## src/rtl/spi_pkg.sv

```systemverilog
// Shared definitions for the SPI bus controller.
//   state_e      : controller FSM states
//   DEF_CS_*     : default chip-select timing, in clk cycles
//   cnt_width()  : width of a delay counter able to reach every timing value
package spi_pkg;

    typedef enum logic [2:0] {
        IDLE,
        SETUP,
        SEND,
        WAIT,
        HOLD,
        GAP
    } state_e;

    localparam int unsigned DEF_CS_SETUP = 4;
    localparam int unsigned DEF_CS_HOLD  = 4;
    localparam int unsigned DEF_CS_GAP   = 8;

    // Counters only ever reach (value - 1), so $clog2 of the largest value suffices.
    function automatic int unsigned cnt_width(input int unsigned a,
                                              input int unsigned b,
                                              input int unsigned c);
        int unsigned m;
        m = a;
        if (b > m) m = b;
        if (c > m) m = c;
        return (m < 2) ? 1 : $clog2(m);
    endfunction

endpackage

```

## src/rtl/rr_arbiter.sv

```systemverilog
// Combinational round-robin arbiter.
//   req        : request vector
//   last_grant : index of the most recent winner; search starts one above it
//   grant      : one-hot winner, all zero when nothing is requested
module rr_arbiter #(
    parameter int unsigned NUM_REQ = 2,
    localparam int unsigned IW     = (NUM_REQ > 1) ? $clog2(NUM_REQ) : 1
) (
    input  logic [NUM_REQ-1:0] req,
    input  logic [IW-1:0]      last_grant,
    output logic [NUM_REQ-1:0] grant
);

    logic [IW-1:0] idx;

    always_comb begin
        grant = '0;
        idx   = '0;
        for (int unsigned i = 1; i <= NUM_REQ; i++) begin
            idx = IW'((32'(last_grant) + i) % NUM_REQ);
            if (grant == '0 && req[idx]) begin
                grant[idx] = 1'b1;
            end
        end
    end

endmodule

```

## src/rtl/spi_bus_ctrl.sv

```systemverilog
// SPI bus controller: shares one byte engine between NUM_REQ requesters.
// A requester raises req, is granted round-robin, gets its chip select after
// arbitration and then streams bytes through the engine until tx_last or
// until it drops req. Chip-select setup/hold/gap timing is parameterised.
//   clk, rst            : clock, synchronous active-high reset
//   req / gnt           : per-requester request level / one-hot grant
//   tx_valid/data/last  : byte offer from each requester; tx_ready accepts it
//   rx_valid / rx_data  : byte returned by the engine for the granted requester
//   cs_n                : per-requester active-low chip select
//   eng_begin/eng_data  : start pulse and byte to the engine
//   eng_end / eng_rx    : completion pulse and received byte from the engine
module spi_bus_ctrl
    import spi_pkg::*;
#(
    parameter int unsigned NUM_REQ  = 2,
    parameter int unsigned CS_SETUP = DEF_CS_SETUP,
    parameter int unsigned CS_HOLD  = DEF_CS_HOLD,
    parameter int unsigned CS_GAP   = DEF_CS_GAP
) (
    input  logic                 clk,
    input  logic                 rst,
    input  logic [NUM_REQ-1:0]   req,
    output logic [NUM_REQ-1:0]   gnt,
    input  logic [NUM_REQ-1:0]   tx_valid,
    input  logic [8*NUM_REQ-1:0] tx_data,
    input  logic [NUM_REQ-1:0]   tx_last,
    output logic [NUM_REQ-1:0]   tx_ready,
    output logic                 rx_valid,
    output logic [7:0]           rx_data,
    output logic [NUM_REQ-1:0]   cs_n,
    output logic                 eng_begin,
    output logic [7:0]           eng_data,
    input  logic                 eng_end,
    input  logic [7:0]           eng_rx
);

    localparam int unsigned IW = (NUM_REQ > 1) ? $clog2(NUM_REQ) : 1;
    localparam int unsigned CW = cnt_width(CS_SETUP, CS_HOLD, CS_GAP);

    state_e               state_q;
    logic [CW-1:0]        cnt_q;
    logic [IW-1:0]        last_grant_q;
    logic [IW-1:0]        g_q;
    logic [NUM_REQ-1:0]   gnt_q;
    logic [NUM_REQ-1:0]   cs_n_q;
    logic [NUM_REQ-1:0]   tx_ready_q;
    logic                 rx_valid_q;
    logic                 eng_begin_q;
    logic                 last_flag_q;
    logic [7:0]           eng_data_q;
    logic [7:0]           rx_data_q;

    logic [NUM_REQ-1:0]   arb_grant;
    logic [IW-1:0]        arb_idx;
    logic                 setup_done;
    logic                 hold_done;
    logic                 gap_done;

    rr_arbiter #(
        .NUM_REQ(NUM_REQ)
    ) u_arb (
        .req       (req),
        .last_grant(last_grant_q),
        .grant     (arb_grant)
    );

    always_comb begin
        arb_idx = '0;
        for (int unsigned i = 0; i < NUM_REQ; i++) begin
            if (arb_grant[i]) arb_idx = IW'(i);
        end
    end

    // CS_SETUP spans cs_n low to eng_begin; the SEND cycle that issues
    // eng_begin is part of it, so SETUP itself lasts one cycle less.
    // CS_HOLD spans the edge sampling eng_end to cs_n high, all in HOLD.
    // A value of 0 still leaves one cycle in the state.
    assign setup_done = (32'(cnt_q) + 32'd2) >= CS_SETUP;
    assign hold_done  = (32'(cnt_q) + 32'd1) >= CS_HOLD;
    assign gap_done   = (32'(cnt_q) + 32'd1) >= CS_GAP;

    always_ff @(posedge clk) begin
        if (rst) begin
            state_q      <= IDLE;
            cnt_q        <= '0;
            last_grant_q <= IW'(NUM_REQ - 1);
            g_q          <= '0;
            gnt_q        <= '0;
            cs_n_q       <= '1;
            tx_ready_q   <= '0;
            rx_valid_q   <= 1'b0;
            eng_begin_q  <= 1'b0;
            last_flag_q  <= 1'b0;
            eng_data_q   <= '0;
            rx_data_q    <= '0;
        end else begin
            tx_ready_q  <= '0;
            rx_valid_q  <= 1'b0;
            eng_begin_q <= 1'b0;
            unique case (state_q)
                IDLE: begin
                    if (|req) begin
                        gnt_q        <= arb_grant;
                        cs_n_q       <= ~arb_grant;
                        g_q          <= arb_idx;
                        last_grant_q <= arb_idx;
                        cnt_q        <= '0;
                        state_q      <= SETUP;
                    end
                end
                SETUP: begin
                    if (setup_done) begin
                        cnt_q   <= '0;
                        state_q <= SEND;
                    end else begin
                        cnt_q <= cnt_q + 1'b1;
                    end
                end
                SEND: begin
                    if (tx_valid[g_q]) begin
                        tx_ready_q[g_q] <= 1'b1;
                        eng_data_q      <= tx_data[{g_q, 3'b000} +: 8];
                        last_flag_q     <= tx_last[g_q];
                        eng_begin_q     <= 1'b1;
                        state_q         <= WAIT;
                    end else if (!req[g_q]) begin
                        cnt_q   <= '0;
                        state_q <= HOLD;
                    end
                end
                WAIT: begin
                    // req is only looked at once the byte completes, so a
                    // dropped request never cuts a byte short.
                    if (eng_end) begin
                        rx_data_q  <= eng_rx;
                        rx_valid_q <= 1'b1;
                        cnt_q      <= '0;
                        state_q    <= (last_flag_q || !req[g_q]) ? HOLD : SEND;
                    end
                end
                HOLD: begin
                    if (hold_done) begin
                        cs_n_q  <= '1;
                        gnt_q   <= '0;
                        cnt_q   <= '0;
                        state_q <= GAP;
                    end else begin
                        cnt_q <= cnt_q + 1'b1;
                    end
                end
                GAP: begin
                    if (gap_done) begin
                        cnt_q   <= '0;
                        state_q <= IDLE;
                    end else begin
                        cnt_q <= cnt_q + 1'b1;
                    end
                end
                default: state_q <= IDLE;
            endcase
        end
    end

    assign gnt       = gnt_q;
    assign cs_n      = cs_n_q;
    assign tx_ready  = tx_ready_q;
    assign rx_valid  = rx_valid_q;
    assign rx_data   = rx_data_q;
    assign eng_begin = eng_begin_q;
    assign eng_data  = eng_data_q;

endmodule

```

## config.mk

```make
export PLATFORM = sky130hd
export DESIGN_NAME = spi_bus_ctrl
export DESIGN_NICKNAME = d
export VERILOG_FILES = /design/src/rtl/spi_pkg.sv /design/src/rtl/rr_arbiter.sv /design/src/rtl/spi_bus_ctrl.sv
export SDC_FILE = /design/constraint.sdc
export NUM_CORES = 1
export LEC_CHECK = 0
export ABC_AREA = 1
export CAP_MARGIN = 0
export CELL_PAD_IN_SITES_DETAIL_PLACEMENT = 1
export CELL_PAD_IN_SITES_GLOBAL_PLACEMENT = 2
export CORE_AREA = 2 2 90 92
export DETAILED_ROUTE_END_ITERATION = 16
export DIE_AREA = 0 0 92 94
export HOLD_SLACK_MARGIN = 0.05
export MAX_ROUTING_LAYER = met4
export PLACE_DENSITY_LB_ADDON = 0.1
export RECOVER_POWER = 25
export SLEW_MARGIN = 20
export SYNTH_ARGS = -nofsm -noshare
export SYNTH_HDL_FRONTEND = slang
export SYNTH_SLANG_ARGS = --single-unit
```

## constraint.sdc

```tcl
create_clock -name clk -period 1.1 [get_ports clk]
set_input_delay 0.11 -clock clk [delete_from_list [all_inputs] [get_ports clk]]
set_output_delay 0.11 -clock clk [all_outputs]
set_load 0.02 [all_outputs]
```

==> flow_summary.json, run 1 <==
{
  "run_status": "finished, violations left",
  "failed_checks": "negative setup slack",
  "slew_violations": 0,
  "setup.worst_path.end_class": "register",
  "netlist.area_leader.share": 0.416,
  "slew_headroom": 0.810,
  "rsz0062_at_grt": "yes",
  "port_buffers": 56,
  "drt.antenna.violating_nets": 0,
  "cts-htree-levels": 2,
  "antenna_found_initial": 0,
  "fp.dieArea_sq_um": 8650,
  "setup_slack_after_layout_ns": -0.235,
  "layout-drive-gt1-share": 0.385,
  "tritoncts_num_sinks": 33,
  "grt_max_degree": 18,
  "rows": 32,
  "die_height_um": 94,
  "startpoint_to_endpoint_class_of_the_critical_path": "register to register",
  "postCtsHoldBufs": 0,
  "met3_length_um": 213,
  "maximum_capacitance_violations": 0,
  "total_gr_overflow": 0,
  "layout_commonest_cell": "sky130_fd_sc_hd__nand2_1",
  "coreArea_sq_um": 7610,
  "setup_viol": 30,
  "finalWeightedCongestion": 0.728,
  "fmax_mhz": 749,
  "worstHoldPathCells": 4,
  "max_slew.worst_pin.slew_ns": 0.286,
  "hold_violations": 0,
  "post-route-period-util": 1.21,
  "pin_count": 57,
  "antenna_cells_inserted": 0,
  "postLayoutCoreUtil": 0.387,
  "finalClockSkew_ns": 0.00413,
  "cp.required_ns": 1.28,
  "clk_path_buf_depth": 2,
  "cellLeakagePower_nw": 1.26,
  "worst_skew_pair.late_latency_ns": 0.29,
  "worstRegToRegCells": 8,
  "cp_max_fo": 4,
  "detailroute.wirelength.met2_um": 2600,
  "post_drt_via_cell_ratio": 4.28,
  "syn2layout_area_growth_pct": 85.4,
  "overall_via_count_from_detail_route": 1814,
  "synth.ff_latch_count": 33,
  "synth.area.top_cells": "sky130_fd_sc_hd__dfxtp_1 (42%), sky130_fd_sc_hd__nand2_1 (17%), sky130_fd_sc_hd__nand3_1 (6.6%)",
  "regToRegEndpoint": "state_q[1]",
  "min-delay-start": "req[1]",
  "final_layout_net_count": 355,
  "die_w_um": 92,
  "synth_seq_area_share": 0.416,
  "layout_min_cycle_time_ns": 1.33,
  "worst_setup_path_start_kind": "register",
  "post_synth_instance_area_sq_um": 1590,
  "yosys.cell_types.count": 25,
  "cts_tree": "done",
  "drt_pre_antenna_iters": 3,
  "path_clk_slew_ns": 0.07,
  "detail_route.iter0.violations": 26,
  "maxUsedRoutingLayer": "met4",
  "powerDensity_nw_per_um2": 1850,
  "total_power_w": 0.00545,
  "ir_drop_worst_case_vdd_mv": 0.460,
  "min_delay_worst_endpoint": "last_grant_q",
  "grt_pass1_wl_um": 8750,
  "wirelength_um": 5420,
  "drcViolationCount": 0,
  "wirelength_met1_um": 2540,
  "regToRegSetupSlack_ns": -0.23,
  "tritoncts.num_buffers": 5,
  "most-common-layout-cells": "sky130_fd_sc_hd__nand2_1 (54), sky130_fd_sc_hd__clkdlybuf4s50_1 (31), sky130_fd_sc_hd__dfxtp_1 (26)",
  "netlist.top_cell.by_area": "sky130_fd_sc_hd__dfxtp_1",
  "clockRootBuffer": "sky130_fd_sc_hd__clkbuf_8",
  "hpwlAfterDp_um": 4030,
  "cp_data_arrival_time_ns": 1.52,
  "regToRegStartpoint": "cnt_q[0]",
  "synth_nets": 263,
  "initial_utilization": 0.209,
  "synth_warnings": 0,
  "avg_inst_size_synth_sq_um": 6.94,
  "synthesis.instances": 229,
  "grt_use_total": 0.132,
  "route.detailed.wl_per_inst_um": 12.8,
  "worstHoldPathType": "input port to register",
  "grt_pass1_vias": 1805
}
[sequential cells by signal (all words and copies together), names as in the netlist, 2 cells and up]
signal,flops
eng_data,8
rx_data,8
cnt_q,3
state_q,3
cs_n,2
gnt,2
tx_ready,2
[critical path: stages (launching register included)]
cell and delay, ns:
sky130_fd_sc_hd__dfxtp_4 0.36, sky130_fd_sc_hd__ha_4 0.16, sky130_fd_sc_hd__nand2_2 0.09, sky130_fd_sc_hd__nand3_4 0.09, sky130_fd_sc_hd__nor2_4 0.16, sky130_fd_sc_hd__nor2_4 0.07
sky130_fd_sc_hd__buf_4 0.13, sky130_fd_sc_hd__a21oi_2 0.11, sky130_fd_sc_hd__nor2_1 0.05
[timing repair]
| action | 4_1_cts | 5_1_grt |
|---|---|---|
| buffers inserted | 2 | 6 |
| endpoints found under the setup margin | 57 | 47 |
| pin swaps | 25 | 15 |
| gates resized for setup | 93 | 57 |
| gates cloned | 1 | 1 |
[cell families after synthesis]
logic type	after synthesis	synth area share
adder cells (fa/ha/maj)	1	0.00787
buffers and inverters	29	0.0890
flip-flops	33	0.416
AND/OR/NAND/NOR	126	0.348
AO/OA/AOI/OAI	40	0.139
[Yosys cell counts, drive strengths merged]
cell / number
nor3: 2
nand3: 22
a21oi: 15
nor2: 25
clkbuf: 5
and2: 1
dfxtp: 33
a31oi: 9
o211ai: 1
ha: 1
o21ai: 15
nand2: 76
buf: 4
inv: 20
[worst max path at each step]
stage	endpoint	from	slack, ns	cells after the start
detailed placement	gnt[1]	req[0]	-0.37	7
CTS	state_q[0]	cnt_q[0]	-0.19	10
global route	state_q[1]	cnt_q[0]	-0.31	9
finish	state_q[1]	cnt_q[0]	-0.23	8
global placement	state_q[0]	req[0]	-0.37	8
floorplan	state_q[2]	cnt_q[1]	-0.10	10
[final cells by class]
class	count	area [sq um]
clock inverters	3	16.3
fillers	933	4660
flip-flops and latches	33	682
well taps	102	128
inverters	20	90.1
multi-input cells	167	1070
clock buffers	5	68.8
repair inverters	2	32.5
repair buffers	92	860
[metal layers]
| metal | track usage | up-vias |
|---|---|---|
| met2 | 0.214 | 47 |
| met1 | 0.166 | 830 |
| met3 | 0.0241 | 8 |
| li1 | - | 929 |
| met5 | - | - |
| met4 | 0.0448 | 0 |
[metrics by stage]
stage / cells / setup WS (ns) / hold slack [ns] / cell area (sq um) / TNS, ns
6_report: 424 / -0.235 / 0.242 / 2950 / -3.50
5_1_grt: 424 / -0.315 / 0.297 / 2950 / -5.63
4_1_cts: 417 / -0.189 / 0.386 / 2750 / -2.95
3_5_place_dp: 406 / -0.372 / 0.452 / 2470 / -7.45
3_3_place_gp: 406 / -0.367 / 0.446 / 2470 / -7.03
2_1_floorplan: 229 / -0.103 / 0.268 / 1610 / -0.902
[report_power, final]
part / internal, W / switching [W]
Combinational: 0.00134 / 0.00154
Sequential: 0.00144 / 0.000215
Clock: 0.000438 / 0.000477
Total: 0.00323 / 0.00223
Power figures use the tool's default switching activity.
==> run 2: changes to the inputs <==
- ABC_CLOCK_PERIOD_IN_PS: default -> 1100
==> results of run 2 <==
Same layout as run 1: the final DEF is identical, and so are final timing and power.
